[config.mk]
export PLATFORM = sky130hd
export DESIGN_NAME = instr_fetch
export DESIGN_NICKNAME = d
export VERILOG_FILES = /design/src/rtl/instr_fetch.sv
export SDC_FILE = /design/constraint.sdc
export NUM_CORES = 1
export LEC_CHECK = 0
export ABC_AREA = 0
export CAP_MARGIN = 5
export CORE_MARGIN = 2
export CORE_UTILIZATION = 55
export DETAILED_ROUTE_END_ITERATION = 6
export DONT_BUFFER_PORTS = 1
export PLACE_DENSITY = 0.71
export SYNTH_ARGS = -nofsm -noshare
export SYNTH_HDL_FRONTEND = slang
export SYNTH_SLANG_ARGS = --single-unit
[constraint.sdc]
create_clock -name clk -period 7.9 [get_ports clk]
set_input_delay 0.395 -clock clk [delete_from_list [all_inputs] [get_ports clk]]
set_output_delay 0.395 -clock clk [all_outputs]
set_load 0.01 [all_outputs]
[src/rtl/instr_fetch.sv]
// Instruction fetch stage: one outstanding imem request/grant/response, holds the word for decode.
// Optional macro IFETCH_STALL_CNT_EN builds a saturating fetch-wait counter on stall_cnt.
module instr_fetch #(
   parameter int BITS = 32
) (
   input  logic            clk,
   input  logic            rst,
   input  logic            run,
   input  logic [BITS-1:0] pc_addr,
   output logic            load_instr,
   output logic            imem_req,
   output logic [BITS-1:0] imem_addr,
   input  logic            imem_gnt,
   input  logic            imem_rvalid,
   input  logic [BITS-1:0] imem_rdata,
   output logic [BITS-1:0] instr,
   output logic [BITS-1:0] instr_pc,
   output logic            instr_valid,
   input  logic            decode_ready,
   output logic [31:0]     stall_cnt
);

   typedef enum logic [1:0] {IDLE, REQ, WAIT, HOLD} state_t;

   state_t          state_q;
   logic [BITS-1:0] req_pc_q;
   logic [BITS-1:0] instr_q;
   logic [BITS-1:0] instr_pc_q;
   logic            instr_valid_q;

   always_ff @(posedge clk or posedge rst) begin
      if (rst) begin
         state_q       <= IDLE;
         req_pc_q      <= '0;
         instr_q       <= '0;
         instr_pc_q    <= '0;
         instr_valid_q <= 1'b0;
      end else begin
         case (state_q)
            IDLE: begin
               if (run) state_q <= REQ;
            end
            REQ: begin
               // A grant wins over a late run drop: once accepted, the response must be collected.
               if (imem_gnt) begin
                  req_pc_q <= pc_addr;
                  state_q  <= WAIT;
               end else if (!run) begin
                  state_q <= IDLE;
               end
            end
            WAIT: begin
               if (imem_rvalid) begin
                  instr_q       <= imem_rdata;
                  instr_pc_q    <= req_pc_q;
                  instr_valid_q <= 1'b1;
                  state_q       <= HOLD;
               end
            end
            HOLD: begin
               if (decode_ready) begin
                  instr_valid_q <= 1'b0;
                  state_q       <= run ? REQ : IDLE;
               end
            end
            default: state_q <= IDLE;
         endcase
      end
   end

   assign imem_req    = (state_q == REQ);
   assign imem_addr   = imem_req ? pc_addr : '0;
   assign load_instr  = (state_q == HOLD) && decode_ready;
   assign instr       = instr_q;
   assign instr_pc    = instr_pc_q;
   assign instr_valid = instr_valid_q;

`ifdef IFETCH_STALL_CNT_EN
   logic [31:0] stall_cnt_q;
   logic [31:0] stall_cnt_d;
   logic        stall_cyc;

   assign stall_cyc = ((state_q == REQ) && !imem_gnt) || ((state_q == WAIT) && !imem_rvalid);

   always_comb begin
      stall_cnt_d = stall_cnt_q;
      if (stall_cyc && (stall_cnt_q != 32'hFFFF_FFFF)) stall_cnt_d = stall_cnt_q + 32'd1;
   end

   always_ff @(posedge clk or posedge rst) begin
      if (rst) stall_cnt_q <= '0;
      else     stall_cnt_q <= stall_cnt_d;
   end

   assign stall_cnt = stall_cnt_q;
`else
   assign stall_cnt = '0;
`endif

endmodule

# Yosys cells after proc, flatten, opt, wreduce, memory -nomap -nowiden
# Cells that the tools add are included.
dict set report word_totals {
  regBits 99
  in_bits 70
  wordCells 30
}
dict set report classes {
  eq_ne 7
  n_mux 11
  n_reduce_logical 7
}
# op n
set op_table {}
lappend op_table {{$mux 32} 1}
lappend op_table {{$mux 2} 5}
lappend op_table {{$pmux 2 s4} 1}
lappend op_table {{$ne 2x2->1 const B} 3}
lappend op_table {{$eq 2x2->1 const B} 2}
lappend op_table {{$reduce_and 2->1} 2}
lappend op_table {{$reduce_and 4->1} 1}
lappend op_table {{$mux 1} 3}
lappend op_table {{$ne 3x2->1 const B} 1}
lappend op_table {{$reduce_and 3->1} 1}
lappend op_table {{$eq 2x1->1 const B} 1}
lappend op_table {{$logic_not 2->1} 1}
lappend op_table {{$pmux 1 s2} 1}
lappend op_table {{$reduce_bool 2->1} 1}
lappend op_table {{$logic_and 1x1->1} 1}

# Logic depth before layout (Yosys ltp)
dict set report depth {
  word_depth 3
  ltp_mapped 5
}

# Worst setup path after synthesis
# No wires, ideal clock.
dict set report synth_path {
  path_kind {flip-flop to output port}
  startpoint {reg (tool-made name)}
  endpoint {out imem_addr[21]}
  arrival_time_ns 1.154
  slack_ns 6.351
  path_stages_with_launch 5
  path_cell_list {dfrtp_1 -> buf_4 -> nor2b_4 -> clkbuf_1 -> and2_1}
}
# item line_no
set synth_rtl {}
lappend synth_rtl {{to (decl)} 12} ;# output logic [BITS-1:0] imem_addr,

==> results.py <==
metrics = {
    "outcome": {
        "status": "finished clean",
    },
    "logic_synthesis": {
        "yosys_warnings": 0,
        "netlist_area_mm2": 0.004343,
        "synth_seq_cells": 99,
        "synth_top_family_by_area": "multiplexers",
        "synth_compound_gate_area_share_pct": 0.7491,
        "synth_xor_area_share_pct": 0,
        "synthSimpleGateAreaFrac_pct": 5.906,
        "syn_inst": 291,
        "syn_area_per_cell_um2": 14.92,
        "synth_adder_area_share_pct": 0,
        "synth_mux_area_share_pct": 27.48,
        "synth_cell_types": 19,
        "ys_seq_area_share_pct": 57.04,
    },
    "timing": {
        "timing.final.ws_setup_ns": 5.722,
        "setup_viol": 0,
        "period_minus_slack_ns": 2.178,
        "worst_pin_slew_ns": 0.7290,
        "drv_slew": 0,
        "fin_crit_sh_pct": 27.57,
        "max_freq_ghz": 0.4592,
        "setup_tns_ns": 0,
        "report.final.hold_viol_count": 0,
        "rsz0062_at_grt": "false",
        "slew_headroom_pct": 51.40,
        "finClkSkew_ns": 0.008198,
    },
    "route": {
        "dr.pass1.iters": 4,
        "routed_via_density": 5.207,
        "wl_per_cell_um": 17.86,
        "initialDrtViolationCount": 28,
        "antenna_left": 0,
        "vias": 2067,
        "finalWirelength_um": 7089,
        "drc": 0,
    },
    "worst_setup_path": {
        "cp_num_buf_inv": 0,
        "regToRegSetupSlack_ns": 5.72,
        "cp_slowest_cell": "nor2b_4",
        "required_ns": 8.14,
        "crit_chain": "nor2b_4 -> nand2_4 -> mux2_4",
        "critPathMaxFanout": 34,
        "critical_path_depth": 3,
        "rr_worst_depth": 3,
        "max_stage_delay_ns": 0.61,
        "path_class": "reg -> reg",
        "r2r-end": "req_pc_q[11]",
        "critical_path.top_delay_family": "simple AND/OR/NAND/NOR gates",
        "end_kind": "register",
        "critPathLaunchType": "register",
        "crit_arrival_ns": 2.42,
    },
    "hold_path": {
        "holdPathStages": 1,
        "hold_class": "in -> reg",
        "worstHoldStart": "pc_addr[25]",
        "hold-path-endpoint": "req_pc_q[25]",
    },
    "cts": {
        "cts_buffer_depth": 2,
        "holdBufCountCts": 1,
        "root_buffer": "clkbuf_8",
        "htree_num_levels": 3,
        "clk_pin_slew_ns": 0.10,
        "numCtsBuffers": 9,
        "clock-sinks": 99,
        "cts_tree": "done",
        "insertion_delay_ns": 0.36,
        "cts_resized": 0,
        "postCtsSetupRepairBufs": 0,
    },
    "cells_and_area": {
        "final_layout_size_suffix_gt1_share_pct": 39.66,
        "n_antenna_cell": 0,
        "final_area_mm2": 0.004452,
        "area_delta_synth_final_pct": 2.506,
        "final_common_cell": "dfrtp_1",
        "finalNetCount": 360,
        "final_cell_mix": "dfrtp_1 (99), mux2_2 (66), and2_1 (32), conb_1 (32), mux2_4 (30)",
    },
    "grt": {
        "grt_usage_pct": 16.70,
        "grt_max_degree": 62,
        "grt_pass1_wl_um": 10990,
        "antenna_found_initial": 0,
        "first_global_vias": 2149,
        "grt-ovfl-total": 0,
    },
    "die": {
        "die_height_um": 92.86,
        "num_io_pins": 201,
        "die_w_um": 92.86,
        "rows": 32,
        "initial_core_util_pct": 56.49,
        "dieArea_mm2": 0.008623,
        "coreArea_mm2": 0.007687,
    },
    "placement": {
        "io_buffers": 0,
        "dp_hpwl_um": 4892,
        "gp_congestion": 0.7117,
        "pre_cts_ws_ns": 5.689,
        "placed_area_mm2": 0.004237,
    },
    "pwr": {
        "p_seq_share_pct": 53.8,
        "pwr-share-comb_pct": 28.7,
        "clock_power_share_pct": 17.6,
        "powerDensity_mw_per_mm2": 425.7,
        "p_leak_nw": 2.116,
        "peakVddDrop_mv": 0.2183,
        "swShare_pct": 33.73,
        "p_int_w": 0.001256,
        "p_sw_w": 0.0006393,
    },
    "flow_run": {
        "maxCapViolCount": 0,
    },
}
-- how the worst max path moves through the flow --
stage                  start                    endpoint  slack (ns)
finish              register                req_pc_q[11]        5.72
global route        register                req_pc_q[27]        5.53
CTS                 register                req_pc_q[27]        5.69
detailed placement  register                req_pc_q[11]        5.69
floorplan                rst  asynchronous set/reset pin        4.91
global placement    register                 req_pc_q[6]        5.76
-- power by group through the flow --
stage / Combinational, W / Clock [W] / Sequential, W
3_5_place_dp: 0.000552 / 0 / 0.00103
3_3_place_gp: 0.000530 / 0 / 0.00102
2_1_floorplan: 0.000536 / 0 / 0.000968
4_1_cts: 0.000553 / 0.000344 / 0.00102
5_1_grt: 0.000595 / 0.000365 / 0.00106
6_report: 0.000543 / 0.000333 / 0.00102
-- synth_stat cells (all sizes together) --
master	count	area [um^2]
clkbuf	3	11.26
nand3b	1	7.510
and2	32	200.2
inv	3	11.26
nor2b	1	13.76
buf	43	356.6
nand2	3	18.77
nor2	1	3.750
o21ai	1	5.000
conb	1	3.750
o22ai	2	12.51
a21oi	3	15.01
mux2	96	1194
nand2b	1	6.260
and3	1	6.260
dfrtp	99	2477
-- sequential cells by signal, summed over array words and instances (netlist names), named ones only --
signal       count
instr_valid      1
state_q          1
req_pc_q        32
instr           32
instr_pc        32
-- cell type report --
class | instances | area [um^2]
clock buffers | 9 | 123.9
fillers | 625 | 3236
flip-flops and latches | 99 | 2477
well taps | 102 | 127.6
clock inverters | 7 | 81.33
inverters | 3 | 13.76
multi-input cells | 174 | 1603
repair buffers | 3 | 25.02
-- worst register-to-register path: stages, from the launching register on --
cell	delay, ns
dfrtp_1	0.49
nor2b_4	0.61
nand2_4	0.51
mux2_4	0.45
-- layer usage --
layer / vias up / part of all wire (%) / wire length, um / track usage, %
met3: 11 / 9.9 / 703 / 6.753
li1: 912 / - / - / -
met1: 1036 / 40 / 2822 / 20.47
met5: - / 0 / 0 / 0
met4: 0 / 1.3 / 95 / 6.373
met2: 108 / 49 / 3467 / 26.57
-- stage by stage --
step	hold slack [ns]	power [W]	utilization [%]	instances
after global routing	0.1471	0.002016	57.91	397
after floorplan	0.4749	0.001504	-	322
final	0.1744	0.001895	57.91	397
after CTS	0.1500	0.001921	57.91	397
after detailed placement	0.3217	0.001585	55.11	380
after global placement	0.3243	0.001554	55.11	380
-- cells by family after synthesis --
kind of cell,Yosys count
AO/OA/AOI/OAI,6
multiplexers,96
other,1
AND/OR/NAND/NOR,40
flip-flops,99
buffers and inverters,49
(Power assumes the default switching activity.)
